`src/rtl/mem_arb_pkg.sv`:
```
// Shared definitions for the two-port main-memory arbiter: FSM encoding,
// port identifiers and default geometry.
package mem_arb_pkg;

    typedef enum logic [1:0] {
        IDLE   = 2'd0,
        ACCESS = 2'd1,
        WAIT   = 2'd2,
        DONE   = 2'd3
    } state_t;

    localparam logic P1 = 1'b0;
    localparam logic P2 = 1'b1;

    localparam int DEF_AW      = 8;
    localparam int DEF_DW      = 8;
    localparam int DEF_TIMEOUT = 16;
    localparam int DEF_TW      = 8;

endpackage

```
`src/rtl/rr_pick2.sv`:
```
// Two-way round-robin selector: a lone requester wins outright, a tie goes
// to the port that was not served last.
module rr_pick2
    import mem_arb_pkg::*;
(
    input  logic req1_i,
    input  logic req2_i,
    input  logic last_i,
    output logic valid_o,
    output logic winner_o
);

    always_comb begin
        valid_o  = req1_i | req2_i;
        winner_o = P1;
        if (req1_i && req2_i) begin
            winner_o = (last_i == P1) ? P2 : P1;
        end else if (req2_i) begin
            winner_o = P2;
        end
    end

endmodule

```
`src/rtl/mem_port_arbiter.sv`:
```
// Shares one main-memory port between two cache controllers: round-robin
// grant, single-strobe memory handshake with timeout, write invalidates.
module mem_port_arbiter
    import mem_arb_pkg::*;
#(
    parameter int AW      = DEF_AW,
    parameter int DW      = DEF_DW,
    parameter int TIMEOUT = DEF_TIMEOUT,
    parameter int TW      = DEF_TW
) (
    input  logic          clk,
    input  logic          rst,
    input  logic          req1,
    input  logic          we1,
    input  logic [AW-1:0] addr1,
    input  logic [DW-1:0] wdata1,
    input  logic          req2,
    input  logic          we2,
    input  logic [AW-1:0] addr2,
    input  logic [DW-1:0] wdata2,
    output logic          gnt1,
    output logic          gnt2,
    output logic          done1,
    output logic          done2,
    output logic          err,
    output logic [DW-1:0] rdata,
    output logic          inv1,
    output logic          inv2,
    output logic [AW-1:0] inv_addr,
    output logic          mem_en,
    output logic          mem_we,
    output logic [AW-1:0] mem_addr,
    output logic [DW-1:0] mem_wdata,
    input  logic [DW-1:0] mem_rdata,
    input  logic          mem_ready
);

    state_t        state_q, state_d;
    logic          win_q, win_d;
    logic          last_q, last_d;
    logic          we_q, we_d;
    logic [AW-1:0] addr_q, addr_d;
    logic [DW-1:0] wdata_q, wdata_d;
    logic [TW-1:0] cnt_q, cnt_d;
    logic [DW-1:0] rdata_q, rdata_d;
    logic [AW-1:0] inv_addr_q, inv_addr_d;
    logic          gnt1_q, gnt1_d, gnt2_q, gnt2_d;
    logic          done1_q, done1_d, done2_q, done2_d;
    logic          err_q, err_d;
    logic          inv1_q, inv1_d, inv2_q, inv2_d;
    logic          mem_en_q, mem_en_d;

    logic pick_valid;
    logic pick_winner;

    rr_pick2 u_pick (
        .req1_i  (req1),
        .req2_i  (req2),
        .last_i  (last_q),
        .valid_o (pick_valid),
        .winner_o(pick_winner)
    );

    always_comb begin
        state_d    = state_q;
        win_d      = win_q;
        last_d     = last_q;
        we_d       = we_q;
        addr_d     = addr_q;
        wdata_d    = wdata_q;
        cnt_d      = cnt_q;
        rdata_d    = rdata_q;
        inv_addr_d = inv_addr_q;
        err_d      = 1'b0;
        inv1_d     = 1'b0;
        inv2_d     = 1'b0;
        mem_en_d   = 1'b0;

        unique case (state_q)
            IDLE: begin
                if (pick_valid) begin
                    win_d    = pick_winner;
                    state_d  = ACCESS;
                    mem_en_d = 1'b1;
                    if (pick_winner == P2) begin
                        we_d    = we2;
                        addr_d  = addr2;
                        wdata_d = wdata2;
                    end else begin
                        we_d    = we1;
                        addr_d  = addr1;
                        wdata_d = wdata1;
                    end
                end
            end
            ACCESS: begin
                cnt_d   = '0;
                state_d = WAIT;
            end
            WAIT: begin
                if (mem_ready) begin
                    state_d = DONE;
                    if (we_q) begin
                        // A completed write makes the other cache's copy stale.
                        inv1_d     = (win_q == P2);
                        inv2_d     = (win_q == P1);
                        inv_addr_d = addr_q;
                    end else begin
                        rdata_d = mem_rdata;
                    end
                end else if (cnt_q == TW'(TIMEOUT - 1)) begin
                    state_d = DONE;
                    err_d   = 1'b1;
                end else begin
                    cnt_d = cnt_q + 1'b1;
                end
            end
            DONE: begin
                last_d  = win_q;
                state_d = IDLE;
            end
            default: state_d = IDLE;
        endcase

        // Grant and done are derived from the next state so they line up with it.
        gnt1_d  = (state_d != IDLE) && (win_d == P1);
        gnt2_d  = (state_d != IDLE) && (win_d == P2);
        done1_d = (state_d == DONE) && (win_d == P1);
        done2_d = (state_d == DONE) && (win_d == P2);
    end

    always_ff @(posedge clk) begin
        if (rst) begin
            state_q    <= IDLE;
            win_q      <= P1;
            last_q     <= P2;
            we_q       <= 1'b0;
            addr_q     <= '0;
            wdata_q    <= '0;
            cnt_q      <= '0;
            rdata_q    <= '0;
            inv_addr_q <= '0;
            gnt1_q     <= 1'b0;
            gnt2_q     <= 1'b0;
            done1_q    <= 1'b0;
            done2_q    <= 1'b0;
            err_q      <= 1'b0;
            inv1_q     <= 1'b0;
            inv2_q     <= 1'b0;
            mem_en_q   <= 1'b0;
        end else begin
            state_q    <= state_d;
            win_q      <= win_d;
            last_q     <= last_d;
            we_q       <= we_d;
            addr_q     <= addr_d;
            wdata_q    <= wdata_d;
            cnt_q      <= cnt_d;
            rdata_q    <= rdata_d;
            inv_addr_q <= inv_addr_d;
            gnt1_q     <= gnt1_d;
            gnt2_q     <= gnt2_d;
            done1_q    <= done1_d;
            done2_q    <= done2_d;
            err_q      <= err_d;
            inv1_q     <= inv1_d;
            inv2_q     <= inv2_d;
            mem_en_q   <= mem_en_d;
        end
    end

    assign gnt1      = gnt1_q;
    assign gnt2      = gnt2_q;
    assign done1     = done1_q;
    assign done2     = done2_q;
    assign err       = err_q;
    assign rdata     = rdata_q;
    assign inv1      = inv1_q;
    assign inv2      = inv2_q;
    assign inv_addr  = inv_addr_q;
    assign mem_en    = mem_en_q;
    assign mem_we    = we_q;
    assign mem_addr  = addr_q;
    assign mem_wdata = wdata_q;

endmodule

```
`config.mk`:
```
export PLATFORM = sky130hd
export DESIGN_NAME = mem_port_arbiter
export DESIGN_NICKNAME = d
export VERILOG_FILES = /design/src/rtl/mem_arb_pkg.sv /design/src/rtl/rr_pick2.sv /design/src/rtl/mem_port_arbiter.sv
export SDC_FILE = /design/constraint.sdc
export NUM_CORES = 1
export LEC_CHECK = 0
export CAP_MARGIN = 0
export CORE_MARGIN = 2
export CORE_UTILIZATION = 40
export DETAILED_ROUTE_END_ITERATION = 12
export PLACE_DENSITY_LB_ADDON = 0.2
export REMOVE_ABC_BUFFERS = 1
export SYNTH_ARGS = -nofsm -noshare
export SYNTH_HDL_FRONTEND = slang
export SYNTH_SLANG_ARGS = --single-unit
```
`constraint.sdc`:
```
create_clock -name clk -period 1.95 [get_ports clk]
set_input_delay 0.585 -clock clk [delete_from_list [all_inputs] [get_ports clk]]
set_output_delay 0.585 -clock clk [all_outputs]
set_load 0.005 [all_outputs]
```
* Word level (Yosys, flattened, before mapping)
Index checks and enable logic that the tools add are counted.
** Word-level totals
- Output and inout bits :: 41
- Register bits :: 53
** Cells by class
- Equality and inequality tests :: 7
- Mux-type cells :: 17
- Reduce and logical (&&, ||, !) cells :: 15
- $add $sub $neg :: 1
- Bitwise operators :: 7
** Operator list (number)
- $mux W8 :: 4
- $pmux W8 S2 :: 1
- $reduce_and A3 Y1 :: 3
- $add A8 B1 Y8 const B :: 1
- $eq A8 B4 Y1 const B :: 1
- $mux W1 :: 8
- $pmux W2 S4 :: 1
- $eq A2 B2 Y1 const B :: 3
- $mux W2 :: 3
- $not A1 Y1 :: 6
- $logic_and A1 B1 Y1 :: 5
- $ne A2 B2 Y1 const B :: 2
- $reduce_bool A2 Y1 :: 2
- $reduce_or A4 Y1 :: 1
- $reduce_or A3 Y1 :: 1
- $eq A2 B1 Y1 const B :: 1
- $logic_not A2 Y1 :: 1
- $reduce_and A2 Y1 :: 1
- $reduce_or A2 Y1 :: 1
- $or A1 B1 Y1 :: 1

* Logic depth before layout (Yosys ltp)
- Word-level depth :: 6
- Gate-level depth with buffers :: 7

* Cells and area by module
From an unflattened synthesis, not the netlist that was laid out.
** Unflattened totals
- Cells, all modules :: 233
- Area, all modules :: 2229.6 um^2
** By module, submodules not included
- mem_port_arbiter :: area an instance 2215.9 um^2, cells an instance 231, sequential area each 1061.0 um^2, instances 1
- rr_pick2 :: area an instance 13.8 um^2, cells an instance 2, sequential area each 0.0 um^2, instances 1

* Worst setup path before layout
Ideal clock, no wire load.
- Kind :: register to register
- Start point :: register state_q[0]
- End point :: register cnt_q[3]
- Library setup time :: 0.135 ns
- Path slack :: 0.194 ns
- Cell stages (with the launch flop) :: 8
- Buffers on the path :: 1
- Period minus slack after synthesis :: 1.756 ns
- Arrival :: 1.621 ns
- Data required time :: 1.815 ns
- Cell sequence :: dfxtp_1 > inv_1 > ha_1 > buf_4 > and4bb_1 > and4_1 > o311ai_0 > o41ai_1
** Between the ends
- Word-level cells in the longest chain between the ends :: 3
- Elaborated cells on any way between the ends :: 7
- Those cells by class :: eq/ne (4); mux (1); reduce/logical (2)
** Ends and longest elaborated chain
- start: declaration :: RTL line mem_port_arbiter.sv:38 : state_t state_q, state_d;
- start signal: assignment :: RTL line mem_port_arbiter.sv:152 : state_q <= state_d;
- $eq A2 B2 Y1 / $eq A2 B1 Y1 (equally long branches) :: RTL line mem_port_arbiter.sv:79 : unique case (state_q)
- $ne A2 B2 Y1 (no line) / $reduce_bool A2 Y1 (equally long branches)
- $reduce_and A3 Y1 (no line)
- end signal: assignment :: RTL line mem_port_arbiter.sv:158 : cnt_q <= cnt_d;
- end: declaration :: RTL line mem_port_arbiter.sv:44 : logic [TW-1:0] cnt_q, cnt_d;
Parallel ways exist; a longest one is shown, timed or not.
A chain may end at the register's enable or synchronous reset.

* Worst setup path after layout
- Start point :: register we_q, in the netlist mem_we
- End point :: output port mem_we
** RTL lines
- start: declaration :: RTL line mem_port_arbiter.sv:41 : logic we_q, we_d;
- start signal: assignment :: RTL line mem_port_arbiter.sv:155 : we_q <= we_d;
- end: declaration :: RTL line mem_port_arbiter.sv:31 : output logic mem_we,
No word-level cell between the ends.

==> impl_metrics.py <==
metrics = {
    "floorplan": {
        "start_util_pct": 42.2,
        "core_area_sq_um": 5200,
        "die_h_um": 78.1,
        "io_pins": 88,
        "rows": 26,
        "dieWidth_um": 78.1,
        "die_area_sq_um": 6100,
    },
    "sta": {
        "slew_viol_final": 0,
        "worst_pin_slew_ps": 356,
        "fin_crit_ps": 1820,
        "worst_slack_ps": 133,
        "hold_viol_final": 0,
        "fin_crit_sh_pct": 93.2,
        "whs_ps": 458,
        "slew_headroom_pct": 76.3,
        "setup_viol_count_final": 0,
        "max_freq_ghz": 0.550,
        "fin_skew_ps": 6.42,
        "rsz0062_at_grt": "no",
    },
    "place": {
        "finalWeightedCongestion": 0.759,
        "dpl.cell_count": 391,
        "dp_hpwl_um": 3770,
        "io_buffer_count": 87,
        "pre_cts_ws_ps": -116,
    },
    "logic_synthesis": {
        "synth.area.mux_share_pct": 12.3,
        "synth_area_leaders": "dfxtp_1, mux2i_1, a21oi_1, o21ai_0, nand2_1",
        "syn_area_per_cell_sq_um": 9.39,
        "synth_compound_area_share_pct": 16.3,
        "yosys-top-cells-count": "dfxtp_1, a21oi_1, mux2i_1",
        "syn_area_sq_um": 2200,
        "yosysMostFrequentCell": "dfxtp_1",
        "synth_async_sr_flop_share_pct": 0,
        "ys_ff_latch": 53,
        "synth_top_area_share_pct": 48.3,
        "synth-simple-area-share_pct": 16.3,
        "ys.flop_type": "dfxtp_1",
        "yosys.area_share.adder_pct": 3.42,
        "synth_top_family_by_area": "simple AND/OR/NAND/NOR gates",
        "synth_xor_area_share_pct": 0,
        "yosysWarnings": 0,
        "synth_area_leader_cell": "dfxtp_1",
        "synth_seq_area_share_pct": 48.3,
        "synthCells": 234,
        "synth-edff-count": 0,
        "synth.distinct_cells": 36,
    },
    "global_routing": {
        "grt_pass1_vias": 1922,
        "grt-ovfl-total": 0,
        "grt_pass1_wl_um": 8530,
        "antenna_found_initial": 0,
        "grt_usage_pct": 17.0,
        "grt_max_degree": 36,
    },
    "finish": {
        "antenna_cells": 0,
        "nNetsFinal": 381,
        "fill_cells": 446,
        "area_growth_pct": 52.4,
        "drive_gt1_share_pct": 9.12,
        "stdcell_count": 399,
    },
    "clocking": {
        "cts_root_buf": "clkbuf_8",
        "clk_transition_reported_paths_ps": 90,
        "cts_tree": "yes",
        "htreeDepth": 2,
        "cts_made_buffers": 5,
        "clock-sinks": 53,
        "ctsLongestPathBuffers": 2,
        "clk-insertion-delay-late_ps": 300,
    },
    "worst_setup_path": {
        "crit_arrival_ps": 1230,
        "crit_required_ps": 1360,
        "path_cells": "clkdlybuf4s50_1",
        "cp_max_fo": 5,
        "ff2ff_setup_slack_ps": 160,
        "worst_path_dominant_cell_family": "buffers and inverters",
        "max_stage_delay_ps": 540,
        "slowest_stage": "clkdlybuf4s50_1",
        "r2r_cells": 6,
        "path_class": "flip-flop to output port",
        "r2r-end": "cnt_q[5]",
        "endpoint_kind": "output port",
        "crit_buf_inv": 1,
        "reg2reg_from": "state_q[0]",
        "cp-start-kind": "flip-flop",
    },
    "route": {
        "wirelength_met1_um": 2250,
        "drt-total-wl_um": 5010,
        "drtPass1Iterations": 4,
        "drc_errors": 0,
        "avgViaCountPerCell": 4.90,
        "routed-wl-met3_um": 247,
        "ant_nets": 0,
        "dr_wl_met2_um": 2490,
        "drt_iter0_drc": 98,
        "via_count": 1954,
        "wl_per_cell_um": 12.5,
        "highest_layer": "met4",
    },
    "hold_path": {
        "min_path_cells": 2,
        "whs_endpoint": "inv_addr[6]",
        "hold_path.class": "flip-flop to flip-flop",
        "min_from": "inv_addr[6]",
    },
    "run": {
        "drv_cap": 0,
    },
    "outcome": {
        "run_status": "finished, final reports clean",
    },
    "power_and_ir_drop": {
        "power-per-cell-area_nw_per_um2": 961,
        "power.leakage_nw": 1.32,
        "power_mw": 3.22,
        "max-vdd-ir-drop_v": 0.000570,
    },
}
[registers in the layout, summed over array words and instances (netlist names), 2 cells and up]
name,flops
mem_wdata,8
mem_addr,8
state_q,2
cnt_q,8
inv_addr,8
rdata,8
[where the power goes]
group	leakage [nW]	switching (mW)	internal, mW
Clock	0.0512	0.343	0.288
Combinational	0.839	0.507	0.694
Sequential	0.433	0.114	1.27
Total	1.32	0.965	2.25
[stage by stage]
step	util [%]	area, sq um	TNS (ps)
3_5_place_dp	62.5	3250	-356
3_3_place_gp	62.5	3250	-262
2_1_floorplan	-	2130	-1090
5_1_grt	64.4	3350	0
6_report	64.4	3350	0
4_1_cts	64.3	3350	0
[how the worst max path moves through the flow]
stage	start	end	slack, ps	cells after the start
CTS	state_q[0]	cnt_q[5]	70	6
finish	mem_we	mem_we	130	1
global placement	mem_ready	cnt_q[6]	-90	5
floorplan	state_q[0]	mem_addr[0]	-60	5
global route	state_q[0]	cnt_q[6]	50	6
detailed placement	mem_ready	cnt_q[5]	-120	5
[metal layers]
| layer | vias up | global-route usage (%) |
|---|---|---|
| met1 | 878 | 20.3 |
| met4 | 0 | 4.56 |
| met2 | 51 | 30.4 |
| met5 | - | 0 |
| li1 | 1023 | - |
| met3 | 2 | 4.25 |
[cells by family (layout without fill, tap and decap cells)]
family | count (synthesis) | count (layout)
compound gates | 61 | 61
fa+ha+maj | 6 | 6
buf+inv | 17 | 112
flops | 53 | 53
mux | 27 | 27
simple gates | 70 | 70
[what timing repair did]
action | in CTS | in global routing
gates resized for setup | 0 | 2
hold buffers | 0 | 0
setup buffers | 0 | 0
endpoints found under the setup margin | 0 | 3
[tightest hold or removal path: stages (launching register included)]
cell and delay (ps):
dfxtp_1 320, nand2_1 50, a21oi_1 50
[layout make-up]
cell class              count  area [sq um]  share of cell area [%]
inverters                   3          11.3                   0.336
clock buffers               6          82.6                    2.47
clock inverters             2          13.8                   0.411
flip-flops and latches     53          1060                    31.7
repair buffers            101          1030                    30.6
well taps                  70          87.6                    2.61
multi-input cells         164          1070                    31.9
[cells in the final DEF (no fill, tap or decap), types with 2 or more instances in the layout]
| cell | instances |
|---|---|
| and2b_4 | 2 |
| nor3_1 | 3 |
| a21oi_1 | 29 |
| nand4_1 | 4 |
| or4_1 | 2 |
| clkdlybuf4s50_1 | 87 |
| buf_12 | 4 |
| o211ai_1 | 2 |
| clkbuf_8 | 6 |
| mux2i_1 | 27 |
| dfxtp_1 | 53 |
| and2_1 | 3 |
| o21ai_0 | 20 |
| o21a_1 | 2 |
| ha_1 | 5 |
| buf_4 | 10 |
| inv_1 | 2 |
| or3_1 | 2 |
| nand3_1 | 2 |
| and3_1 | 4 |
| nor2_1 | 16 |
| nand2_1 | 23 |
| and4_1 | 2 |
(Power assumes the default switching activity.)
